<file path="config.mk">
export PLATFORM = sky130hd
export DESIGN_NAME = iob_cache_axi_line_fill
export DESIGN_NICKNAME = d
export VERILOG_FILES = /design/src/rtl/iob_cache_axi_line_fill.sv
export SDC_FILE = /design/constraint.sdc
export NUM_CORES = 1
export LEC_CHECK = 0
export BUFFER_PORTS_ARGS = -buffer_cell sky130_fd_sc_hd__buf_4
export CAP_MARGIN = 20
export CORE_UTILIZATION = 47
export DETAILED_ROUTE_END_ITERATION = 10
export PLACE_DENSITY = 0.93
export RECOVER_POWER = 100
export SYNTH_ARGS = -nofsm -noshare
export SYNTH_HDL_FRONTEND = slang
export SYNTH_SLANG_ARGS = --single-unit
</file>
<file path="constraint.sdc">
create_clock -name clk -period 3.36 [get_ports clk]
set_input_delay 0.504 -clock clk [delete_from_list [all_inputs] [get_ports clk]]
set_output_delay 0.504 -clock clk [all_outputs]
set_load 0.05 [all_outputs]
</file>
<file path="src/rtl/iob_cache_axi_line_fill.sv">
// AXI4 read-channel line-fill engine: one burst per cache line, each beat streamed back with its in-line index.
// Optional feature: define IOB_CACHE_AXI_CWF_EN for critical-word-first WRAP bursts.
module iob_cache_axi_line_fill #(
    parameter int BE_ADDR_W = 32,
    parameter int BE_DATA_W = 32,
    parameter int LINE2BE_W = 2,
    parameter int AXI_ID_W  = 1,
    parameter int AXI_ID    = 0
) (
    input  logic                                           clk,
    input  logic                                           rst,
    input  logic                                           replace_valid,
    input  logic [BE_ADDR_W-$clog2(BE_DATA_W/8)-1:0]       replace_addr,
    output logic                                           replace,
    output logic                                           read_valid,
    output logic [((LINE2BE_W > 0) ? LINE2BE_W : 1)-1:0]   read_addr,
    output logic [BE_DATA_W-1:0]                           read_rdata,
    output logic                                           error,
    output logic                                           axi_arvalid,
    output logic [BE_ADDR_W-1:0]                           axi_araddr,
    output logic [7:0]                                     axi_arlen,
    output logic [2:0]                                     axi_arsize,
    output logic [1:0]                                     axi_arburst,
    output logic                                           axi_arlock,
    output logic [3:0]                                     axi_arcache,
    output logic [2:0]                                     axi_arprot,
    output logic [3:0]                                     axi_arqos,
    output logic [AXI_ID_W-1:0]                            axi_arid,
    input  logic                                           axi_arready,
    input  logic                                           axi_rvalid,
    input  logic [BE_DATA_W-1:0]                           axi_rdata,
    input  logic [1:0]                                     axi_rresp,
    input  logic                                           axi_rlast,
    output logic                                           axi_rready
);

    localparam int NB     = $clog2(BE_DATA_W/8);
    localparam int AW     = BE_ADDR_W - NB;
    localparam int LA_W   = (LINE2BE_W > 0) ? LINE2BE_W : 1;
    localparam int NBEATS = 1 << LINE2BE_W;
    localparam logic [AW-1:0]        LINE_MASK = AW'(NBEATS - 1);
    localparam logic [LINE2BE_W:0]   LAST_CNT  = (LINE2BE_W+1)'(NBEATS - 1);

    typedef enum logic [1:0] {IDLE, ADDR, DATA, DONE} state_t;

    state_t                 r_state, w_next;
    logic [LA_W-1:0]        r_idx, r_read_addr, w_start;
    logic [LINE2BE_W:0]     r_cnt;
    logic [AW-1:0]          w_req_beat;
    logic [BE_ADDR_W-1:0]   r_araddr;
    logic [BE_DATA_W-1:0]   r_rdata;
    logic                   r_read_valid, r_error;
    logic                   w_rhs, w_final;
    logic [1:0]             w_burst;
    logic                   w_unused_rresp;

`ifdef IOB_CACHE_AXI_CWF_EN
    assign w_req_beat = replace_addr;
    assign w_start    = (LINE2BE_W > 0) ? replace_addr[LA_W-1:0] : '0;
    assign w_burst    = (LINE2BE_W > 0) ? 2'b10 : 2'b01;
`else
    assign w_req_beat = replace_addr & ~LINE_MASK;
    assign w_start    = '0;
    assign w_burst    = 2'b01;
`endif

    assign w_rhs          = (r_state == DATA) && axi_rvalid;
    assign w_final        = (r_cnt == LAST_CNT);
    assign w_unused_rresp = axi_rresp[0];

    always_ff @(posedge clk) begin
        if (rst) r_state <= IDLE;
        else     r_state <= w_next;
    end

    // An early rlast and the final beat both end the fill; DATA never outlives the line.
    always_comb begin
        w_next = r_state;
        case (r_state)
            IDLE:    if (replace_valid) w_next = ADDR;
            ADDR:    if (axi_arready) w_next = DATA;
            DATA:    if (w_rhs && (axi_rlast || w_final)) w_next = DONE;
            DONE:    w_next = IDLE;
            default: w_next = IDLE;
        endcase
    end

    always_ff @(posedge clk) begin
        if (rst) begin
            r_araddr     <= '0;
            r_idx        <= '0;
            r_cnt        <= '0;
            r_read_addr  <= '0;
            r_rdata      <= '0;
            r_read_valid <= 1'b0;
            r_error      <= 1'b0;
        end else begin
            r_read_valid <= w_rhs;
            if ((r_state == IDLE) && replace_valid) begin
                r_araddr <= BE_ADDR_W'(w_req_beat) << NB;
                r_idx    <= w_start;
                r_cnt    <= '0;
                r_error  <= 1'b0;
            end
            if (w_rhs) begin
                r_rdata     <= axi_rdata;
                r_read_addr <= r_idx;
                r_idx       <= (LINE2BE_W > 0) ? r_idx + 1'b1 : '0;
                r_cnt       <= r_cnt + 1'b1;
                // rlast must coincide exactly with the final beat
                if (axi_rresp[1] || (axi_rlast != w_final)) r_error <= 1'b1;
            end
        end
    end

    assign replace     = (r_state != IDLE);
    assign read_valid  = r_read_valid;
    assign read_addr   = r_read_addr;
    assign read_rdata  = r_rdata;
    assign error       = r_error;
    assign axi_arvalid = (r_state == ADDR);
    assign axi_araddr  = r_araddr;
    assign axi_arlen   = 8'(NBEATS - 1);
    assign axi_arsize  = 3'(NB);
    assign axi_arburst = w_burst;
    assign axi_arlock  = 1'b0;
    assign axi_arcache = 4'b0011;
    assign axi_arprot  = 3'b000;
    assign axi_arqos   = 4'b0000;
    assign axi_arid    = AXI_ID_W'(AXI_ID);
    assign axi_rready  = (r_state == DATA);

endmodule

</file>
==> flow_summary_export.csv <==
group,metric,value,unit
timing,fin_ws,1083,ps
synth,ys.flop_type,"dfxtp_1",
clock_network,cts_resized,0,
synth,syn-cell-area,2856,um2
timing,worst_slew_pin_slew,1465,ps
route,vias_per_cell,4.680,
power,p_per_area,760.6,nW/um2
timing,finalHoldViolations,0,
critical_path,cp.required,3590,ps
hold_path,hp-class,"in2reg",
status,status,"finished clean",
run,max-cap-violations,0,
layout,area_growth_syn_to_layout,27.07,%
synth,seq_area_frac_synth,49.76,%
placed_design,port_buffers,133,
die,num_io_pins,167,
timing,setup_viol_count_final,0,
synth,synthTopCellsByCount,"129 x nand2_1, 71 x dfxtp_1, 68 x a21oi_1",
die,rows,28,
timing,max_freq,0.4392,GHz
die,die_height,79.96,um
route,post-route-drc-count,0,
synth,synth_largest_area_cell,"dfxtp_1",
synth,avgSynthCellArea,8.046,um2
synth,async_flop_share,0,%
die,design.die.area,6394,um2
timing,fin_crit,2277,ps
critical_path,cp_slowest_stage_delay,890,ps
critical_path,end_kind,"register",
timing,tns,0,ps
clock_network,numCtsBuffers,9,
synth,synth-seq-cells,71,
route,wl_per_cell,11.73,um
power,ir_drop,0.3210,mV
timing,drv_slew,0,
placed_design,hpwl,4631,um
critical_path,path_cells,"inv_1, ha_1, nand2_1, clkbuf_1, nand2_1, a311oi_1",
global_routing,grt_max_degree,73,
die,die_w,79.96,um
route,drt-initial-drc-count,95,
timing,finalCritPeriodShare,67.77,%
die,design.core.area,5886,um2
clock_network,clk_latency,320,ps
route,firstDrtPassIters,4,
synth,ys_warn_count,0,
route,ant_nets,0,
global_routing,grt-ovfl-total,0,
critical_path,crit_arrival,2510,ps
global_routing,grt_pass1_wl,10140,um
route,wirelength,6535,um
layout,drive_gt1_share,17.01,%
clock_network,clockBufferDepth,2,
synth,synth.top_cell.area_share,49.76,%
critical_path,path_max_fanout,26,
critical_path,cp-start-kind,"register",
timing,fin_skew,7.140,ps
critical_path,critPathSlowestCell,"clkbuf_1",
timing,rsz0062_at_grt,"no",
critical_path,crit_path_frequent_cell,"nand2_1",
global_routing,grt_use_total,20.21,%
power,p_leak,1.468,nW
synth,syn_inst,355,
global_routing,grt_pass1_vias,2365,
clock_network,clk_pin_slew,70,ps
synth,synth_most_common_cell,"nand2_1",
clock_network,cts_max_level,3,
clock_network,hold_buffers,0,
clock_network,clock_sinks,71,
clock_network,cts_setup_buffers,0,
placed_design,place_ws,1408,ps
global_routing,antenna_found_initial,0,
synth,synth.distinct_cells,22,
route,vias,2607,
timing,max_slew_margin,2.301,%
critical_path,critPathKind,"reg2reg",
layout,nFillCells,567,
clock_network,cts_root_buf,"clkbuf_8",
synth,synth-edff-count,0,
layout,fin_nets,553,
synth,yosys-top-cells-area,"dfxtp_1 50%, nand2_1 17%, a21oi_1 12%, buf_4 8.1%, ha_1 2.6%",
clock_network,cts_tree,"yes",
die,start_util,48.53,%
placed_design,place_congestion,0.6952,
layout,n_antenna_cell,0,
## report_power, final
group | switching (W) | internal (W)
clock network | 0.000287 | 0.000360
logic | 0.000859 | 0.000226
registers | 0.0000634 | 0.000966
## sequential cells by signal (all words and copies together) (netlist names)
register,flops
read_valid,1
r_cnt,3
axi_araddr,28
read_addr,2
r_idx,2
error,1
r_state,2
read_rdata,32
## path summary, 6_finish.rpt
check / start / endpoint / cells past startpoint / slack (ps)
max: r_state[0] / r_idx[1] / 6 / 1080
min: axi_rdata[17] / read_rdata[17] / 3 / 420
max reg2reg: r_state[0] / r_idx[1] / 6 / 1080
min reg2reg: read_rdata[21] / read_rdata[21] / 2 / 450
## metal layers
metal | up-vias | GRT usage, % | wire [um] | share of wire [%]
met5 | - | 0 | 0 | 0
met4 | 0 | 6.250 | 63 | 0.96
met3 | 9 | 5.029 | 454 | 6.9
met2 | 105 | 39.15 | 3421 | 52
met1 | 1182 | 21.05 | 2595 | 40
li1 | 1311 | - | - | -
## critical path, delay by kind of cell, from the launching register on
| family | cells | cell delay, ps |
|---|---|---|
| buffers and inverters | 2 | 960 |
| DFF | 1 | 350 |
| AOI/OAI and AO/OA | 1 | 300 |
| and+or+nand+nor | 2 | 350 |
| adders and majority gates | 1 | 220 |
## placed cells by master, fill, tap and decap left out
cell,instances
a21oi_1,68
dfxtp_1,71
nand2_1,129
buf_4,66
bufinv_16,1
o221a_2,1
o21a_1,1
ha_1,6
nand3_1,4
inv_1,7
conb_1,30
clkbuf_1,71
a311oi_1,1
nand2b_1,6
clkbuf_8,10
nor2_1,1
a31oi_1,1
and2_4,1
mux2i_1,1
and2_0,1
nor2b_1,1
o21ai_0,1
clkinv_2,3
## per-stage QoR
step | power [W] | instance area [um2] | hold WS (ps) | utilization, % | instances
after floorplan | 0.001980 | 2962 | 447.9 | - | 383
after global placement | 0.002221 | 3705 | 442.6 | 62.95 | 541
after detailed placement | 0.002256 | 3705 | 446.7 | 62.95 | 541
after CTS | 0.002906 | 3895 | 412.0 | 66.18 | 557
after global routing | 0.002920 | 3630 | 415.0 | 61.67 | 557
final | 0.002761 | 3630 | 421.3 | 61.67 | 557
## kinds of logic (layout without fill, tap and decap cells)
family | Yosys count | in the layout | share of synthesized area (%)
mux | 1 | 1 | 0.3504
flops | 71 | 71 | 49.76
compound gates | 73 | 73 | 13.49
buf+inv | 59 | 158 | 13.67
other cells | 2 | 30 | 0.2629
simple gates | 143 | 143 | 19.84
fa+ha+maj | 6 | 6 | 2.628
## area by class of cell
| type | count | area, um2 | share of cell area, % |
|---|---|---|---|
| clock inverters | 4 | 45.04 | 1.241 |
| clock buffers | 12 | 145.1 | 3.999 |
| multi-input cells | 253 | 1144 | 31.51 |
| well taps | 75 | 93.84 | 2.585 |
| flip-flops and latches | 71 | 1421 | 39.16 |
| repair buffers | 135 | 754.5 | 20.79 |
| inverters | 7 | 26.28 | 0.7239 |
Power figures use the tool's default switching activity.
